==> config.mk <==
export PLATFORM = sky130hd
export DESIGN_NAME = instr_fetch_unit
export DESIGN_NICKNAME = d
export VERILOG_FILES = /design/src/rtl/instr_fetch_unit.sv
export SDC_FILE = /design/constraint.sdc
export NUM_CORES = 1
export LEC_CHECK = 0
export CAP_MARGIN = 30
export CELL_PAD_IN_SITES_DETAIL_PLACEMENT = 1
export CELL_PAD_IN_SITES_GLOBAL_PLACEMENT = 1
export CORE_MARGIN = 10
export CORE_UTILIZATION = 26
export DETAILED_ROUTE_END_ITERATION = 8
export PLACE_DENSITY = 0.81
export SLEW_MARGIN = 20
export SYNTH_ARGS = -nofsm -noshare
export SYNTH_HDL_FRONTEND = slang
export SYNTH_SLANG_ARGS = --single-unit
==> constraint.sdc <==
create_clock -name clk -period 3 [get_ports clk]
set_clock_uncertainty 0.1 [all_clocks]
set_input_delay 0.6 -clock clk [delete_from_list [all_inputs] [get_ports clk]]
set_output_delay 0.6 -clock clk [all_outputs]
set_load 0.01 [all_outputs]
==> src/rtl/instr_fetch_unit.sv <==
// Program counter owner and single-outstanding instruction fetcher feeding control_unit.
// Optional fetch watchdog enabled by defining FETCH_TIMEOUT_EN.
module instr_fetch_unit #(
    parameter int              XLEN           = 32,
    parameter logic [XLEN-1:0] RESET_PC       = '0,
    parameter int              TIMEOUT_CYCLES = 16
) (
    input  logic            clk,
    input  logic            rst,
    output logic            imem_req,
    output logic [XLEN-1:0] imem_addr,
    input  logic            imem_gnt,
    input  logic            imem_rvalid,
    input  logic [31:0]     imem_rdata,
    output logic [31:0]     instr,
    output logic            instr_valid,
    input  logic            instr_ready,
    output logic [XLEN-1:0] pc,
    output logic [XLEN-1:0] pc_plus4,
    input  logic            pc_write,
    input  logic [1:0]      pc_select,
    input  logic [XLEN-1:0] branch_target,
    input  logic [XLEN-1:0] jump_target,
    input  logic [XLEN-1:0] alu_result,
    output logic            misalign_err,
    output logic            fetch_err
);

    localparam logic [31:0] NOP = 32'h0000_0013;

    typedef enum logic [2:0] {
        IDLE,
        REQ,
        WAIT,
        VALID,
        HOLD,
        FAULT
    } state_e;

    state_e          state_q, state_d;
    logic [XLEN-1:0] pc_q, pc_d;
    logic [31:0]     instr_q, instr_d;
    logic            misalign_q, misalign_d;
    logic [XLEN-1:0] next_pc;
    logic            tmo_hit;

    always_comb begin
        next_pc = pc_q + XLEN'(4);
        case (pc_select)
            2'b01:   next_pc = branch_target;
            2'b10:   next_pc = jump_target;
            2'b11:   next_pc = alu_result & ~XLEN'(1);
            default: next_pc = pc_q + XLEN'(4);
        endcase
    end

    always_comb begin
        state_d    = state_q;
        pc_d       = pc_q;
        instr_d    = instr_q;
        misalign_d = misalign_q;
        case (state_q)
            IDLE: state_d = REQ;
            REQ: begin
                if (imem_gnt) state_d = WAIT;
            end
            WAIT: begin
                if (imem_rvalid) begin
                    instr_d = imem_rdata;
                    state_d = VALID;
                end else if (tmo_hit) begin
                    state_d = REQ;
                end
            end
            VALID: begin
                if (instr_ready) state_d = HOLD;
            end
            HOLD: begin
                if (pc_write) begin
                    if (next_pc[1:0] == 2'b00) begin
                        pc_d    = next_pc;
                        state_d = REQ;
                    end else begin
                        misalign_d = 1'b1;
                        state_d    = FAULT;
                    end
                end
            end
            FAULT:   state_d = FAULT;
            default: state_d = IDLE;
        endcase
    end

    always_ff @(posedge clk) begin
        if (rst) begin
            state_q    <= IDLE;
            pc_q       <= RESET_PC;
            instr_q    <= NOP;
            misalign_q <= 1'b0;
        end else begin
            state_q    <= state_d;
            pc_q       <= pc_d;
            instr_q    <= instr_d;
            misalign_q <= misalign_d;
        end
    end

`ifdef FETCH_TIMEOUT_EN
    localparam int CW = $clog2(TIMEOUT_CYCLES + 1);

    logic [CW-1:0] tmo_cnt_q, tmo_cnt_d;
    logic          fetch_err_q, fetch_err_d;

    // The counter only advances on WAIT cycles that lack rvalid; hitting the limit re-issues the fetch.
    always_comb begin
        tmo_cnt_d   = tmo_cnt_q;
        fetch_err_d = fetch_err_q;
        tmo_hit     = 1'b0;
        if (state_q == REQ && imem_gnt) begin
            tmo_cnt_d = '0;
        end else if (state_q == WAIT && !imem_rvalid) begin
            if (tmo_cnt_q == CW'(TIMEOUT_CYCLES - 1)) begin
                tmo_hit     = 1'b1;
                fetch_err_d = 1'b1;
                tmo_cnt_d   = '0;
            end else begin
                tmo_cnt_d = tmo_cnt_q + CW'(1);
            end
        end
    end

    always_ff @(posedge clk) begin
        if (rst) begin
            tmo_cnt_q   <= '0;
            fetch_err_q <= 1'b0;
        end else begin
            tmo_cnt_q   <= tmo_cnt_d;
            fetch_err_q <= fetch_err_d;
        end
    end

    assign fetch_err = fetch_err_q;
`else
    logic unused_tmo;
    assign unused_tmo = ^TIMEOUT_CYCLES;
    assign tmo_hit    = 1'b0;
    assign fetch_err  = 1'b0;
`endif

    assign imem_req     = (state_q == REQ);
    assign imem_addr    = pc_q;
    assign instr        = instr_q;
    assign instr_valid  = (state_q == VALID);
    assign pc           = pc_q;
    assign pc_plus4     = pc_q + XLEN'(4);
    assign misalign_err = misalign_q;

endmodule
**After elaboration in Yosys (flattened, before gate mapping)**

Cells that the tools add are included.

- Register bits: 68
- Bits of input ports: 136
- Output and inout bits: 132
- Word-level logic and storage cells: 31

- Reductions and logical operators: 6
- $add $sub $neg: 1
- Bitwise logic cells: 1
- Multiplexer cells: 7
- Eq/ne operators: 12

Operators with widths:

| cell | count |
|---|---|
| case mux 32 bit (3 select lines) | 1 |
| adder 32 x 3 -> 32 bit (second input constant) | 1 |
| case mux 3 bit (6 select lines) | 1 |
| two-way mux 3 bit | 5 |
| equality test 3 x 2 -> 1 bit (second input constant) | 2 |
| equality test 3 bit (second input constant) | 2 |
| AND reduction 3 bit | 2 |
| equality test 2 bit (second input constant) | 2 |
| != test 2 x 1 -> 1 bit (second input constant) | 2 |
| != test 2 bit (second input constant) | 2 |
| AND reduction 4 bit | 1 |
| equality test 3 x 1 -> 1 bit (second input constant) | 1 |
| logical NOT 3 bit | 1 |
| equality test 2 x 1 -> 1 bit (second input constant) | 1 |
| logical NOT 2 bit | 1 |
| AND reduction 2 bit | 1 |
| NOT 1 bit | 1 |

**Longest topological paths before layout**

- Depth in word-level cells: 6
- Gate-level depth with buffers: 7
- Mapped depth without buffers: 6

**Worst setup path before layout**

No wires, ideal clock.

- Kind: register -> output
- Start: register pc_q[2], in the netlist imem_addr[2]
- End: output pc_plus4[26]
- Arrival: 2.034 ns
- Stages on the path, launching flop included: 8
- Data required time: 2.300 ns
- Path buffers: 1
- Setup slack: 0.266 ns
- Cell sequence: dfxtp_1 ha_1 nand3_1 or4_1 buf_2 nor2_1 nand3_1 xnor2_1

- Cells in the longest elaborated chain, start to end: 1

Ends and longest elaborated chain:

| item | RTL line | text |
|---|---|---|
| start: declaration | 41 | `logic [XLEN-1:0] pc_q, pc_d;` |
| start signal: assignment | 102 | `pc_q <= pc_d;` |
| adder 32 x 3 -> 32 bit | 155 | `assign pc_plus4 = pc_q + XLEN'(4);` |
| end: declaration | 19 | `output logic [XLEN-1:0] pc_plus4,` |

Every way passes these cells.

**Worst setup path in the final report**

- Start: register pc_q[2], in the netlist imem_addr[2]
- End: output pc_plus4[13]

Same word-level chain as after synthesis.

==> impl_metrics.ini <==
[status]
status = finished clean

[final_layout]
drive_above_1_share_pct = 15.29
nets = 970
diodes = 0
multi_input_area_um2 = 2603
regArea_um2 = 1361
final_util_pct = 46.12
area_growth_pct = 73.02
nFillCells = 2023

[floorplanning]
num_rows = 47
io_pins = 268
core_um2 = 16700
die_w_um = 150.9
die_h_um = 150.9
initial_core_util_pct = 26.66
die-area_um2 = 22760

[critical_path]
ff2ff_path_depth = 8
worst_path_max_delay_cell = clkdlybuf4s50_1
critPathMaxStageDelay_ns = 0.61
path_cells = buf_4 > nand4_4 > buf_4 > nor3_1 > buf_4 > xor2_1 > clkdlybuf4s50_1
cp.depth = 7
worstPathArrival_ns = 2.26
cp-start-kind = register
crit_type = reg -> out
crit_path_max_fanout = 9
r2r_setup_slack_ns = 0.79
crit_path_frequent_cell = buf_4
critPathBufInv = 4
required_ns = 2.30
cp-end-kind = output pin
crit_family = buffers and inverters

[sta]
fin_crit_ns = 2.961
drv_slew = 0
grt_setup_unrepaired = true
tns_ns = 0
fin_crit_sh_pct = 98.71
final-setup-viol-count = 0
relSlewSlack_pct = 63.24
hold_slack_ns = 0.3545
tightest_slew_ns = 0.5514
max_freq_mhz = 337.7
hold_viol = 0

[clock_network]
clkSinkCount = 68
cts_buffer_depth = 2
cts_buffers = 9
cts_tree = done
cts-root-buf = clkbuf_16
clk_pin_slew_ns = 0.06
clk_latency_ns = 0.34
ctsHoldBuffers = 0
htreeDepth = 3

[placed_design]
port_buffers = 265
dpl.hpwl_um = 17060
place_congestion = 0.8282

[power_and_ir_drop]
power_density_nw_per_um2 = 338.9
p_leak_uw = 0.002955
vdd_drop_max_uv = 222.0

[routing]
ant_nets = 0
wire_per_inst_um = 20.14
route.detailed.drc = 0
wl_um = 21290
avgViaCountPerCell = 4.907
firstDrtPassIters = 4
vias = 5187
drt-initial-drc-count = 246

[min_path]
holdPathStages = 2
hp-class = reg -> reg

[synth]
synth_flop_cell = dfxtp_1
ys_types = 60
yosys_warnings = 0
synthCells = 572
syn_area_um2 = 4452
postSynthAreaPerCell_um2 = 7.783
synth_edf_count = 0
async_flop_share_pct = 0
synth_fp_nets = 709
synth_seq_area_share_pct = 30.58
ys_ff_latch = 68

[global_routing]
grt_max_degree = 33
overflow = 0
track_usage_pct = 18.09
first_global_vias = 5578
grt_pass1_wl_um = 32240
antenna_found_initial = 0

[job]
cap_viol_max_count = 0
worst paths after layout:
kind | end | startpoint
setup / recovery | pc_plus4[13] | imem_addr[2]$_SDFFE_PP0P_
hold / removal | instr[15]$_SDFFE_PP0P_ | instr[15]$_SDFFE_PP0P_
setup reg to reg | imem_addr[22]$_SDFFE_PP0P_ | imem_addr[2]$_SDFFE_PP0P_
hold reg to reg | instr[15]$_SDFFE_PP0P_ | instr[15]$_SDFFE_PP0P_
metrics by stage:
stage / instances / area [um^2] / setup WS (ns) / total power, uW
after floorplan: 572 / 4452 / 0.2664 / 1119
after global placement: 1038 / 7347 / 0.04824 / 1381
final: 1057 / 7702 / 0.03872 / 2610
after global routing: 1057 / 7702 / -0.1008 / 2717
after detailed placement: 1038 / 7347 / 0.01712 / 1389
after CTS: 1055 / 7706 / 0.01009 / 2647
report_power, final:
group	switching (uW)	internal [uW]	total [uW]
Sequential	13.1	918	931
Clock	417	827	1240
Combinational	170	264	435
Total	601	2010	2610
per-layer routing:
layer / GRT usage [%] / part of all wire, %
met1: 20.92 / 40
met2: 31.26 / 50
met3: 5.012 / 7.8
met4: 6.497 / 1.9
met5: 0 / 0
state kept, by name, summed over array words and instances (netlist names):
register / count
imem_addr: 32
instr: 32
misalign_err: 1
state_q: 3
layout by cell type, fill, tap and decap left out, types with 5 or more instances in the layout:
cell type and count:
xnor2_1 17, o32ai_1 7, clkbuf_2 9, xor2_1 11
dfxtp_1 68, buf_4 62, o31a_1 6, nand2_1 89
clkbuf_16 9, nand3_1 16, dlygate4sd2_1 8, mux2i_1 18
nor4_1 5, a211oi_1 5, nand4_1 6, a21oi_1 68
clkdlybuf4s50_1 244, a31oi_1 6, o21ai_0 21, mux4_2 8
o21a_1 5, inv_1 17, nor2_1 41, nor3_1 13
logic make-up after synthesis:
logic type | after synthesis | synth area share (%)
compound gates | 136 | 18.30
buf+inv | 95 | 11.86
simple gates | 212 | 23.69
fa+ha+maj | 1 | 0.2810
other cells | 1 | 0.08424
flops | 68 | 30.58
mux | 31 | 9.696
xor+xnor | 28 | 5.509
what timing repair did:
| action | in CTS | in global routing |
|---|---|---|
| setup buffers | 2 | 2 |
| setup endpoints to repair | 19 | 17 |
| pin swaps | 2 | 1 |
| resized for setup | 28 | 24 |
| cloned | 0 | 0 |
worst min-delay path, cell delays in order, from the launching register on:
cell,delay [ns]
dfxtp_1,0.30
nand2_1,0.05
a21oi_1,0.05
final cells by class:
type / count / share of cell area [%]
Inverter: 18 / 0.8772
Timing Repair Buffer: 327 / 39.68
Tap cell: 220 / 3.574
Clock inverter: 5 / 1.300
Clock buffer: 10 / 3.103
Sequential cell: 68 / 17.67
Multi-Input combinational cell: 409 / 33.79
cell usage after synthesis, types with 5 or more instances:
| master | number | area share [%] |
|---|---|---|
| nand2_1 | 89 | 7.5 |
| a21oi_1 | 68 | 7.6 |
| dfxtp_1 | 68 | 31 |
| nor2_1 | 45 | 3.8 |
| buf_4 | 37 | 6.2 |
| clkbuf_1 | 26 | 2.2 |
| o21ai_0 | 21 | 2.4 |
| mux2i_1 | 18 | 4.0 |
| nand3_1 | 18 | 2.0 |
| inv_1 | 17 | 1.4 |
| xnor2_1 | 17 | 3.3 |
| nor3_1 | 15 | 1.7 |
| xor2_1 | 11 | 2.2 |
| mux4_2 | 8 | 4.0 |
| o32ai_1 | 7 | 1.4 |
| a31oi_1 | 6 | 0.84 |
| buf_2 | 6 | 0.67 |
| nand4_1 | 6 | 0.84 |
| nor4_1 | 6 | 0.84 |
| o31a_1 | 6 | 1.2 |
| a211oi_1 | 5 | 0.84 |
| o21a_1 | 5 | 0.84 |
(Power assumes the default switching activity.)
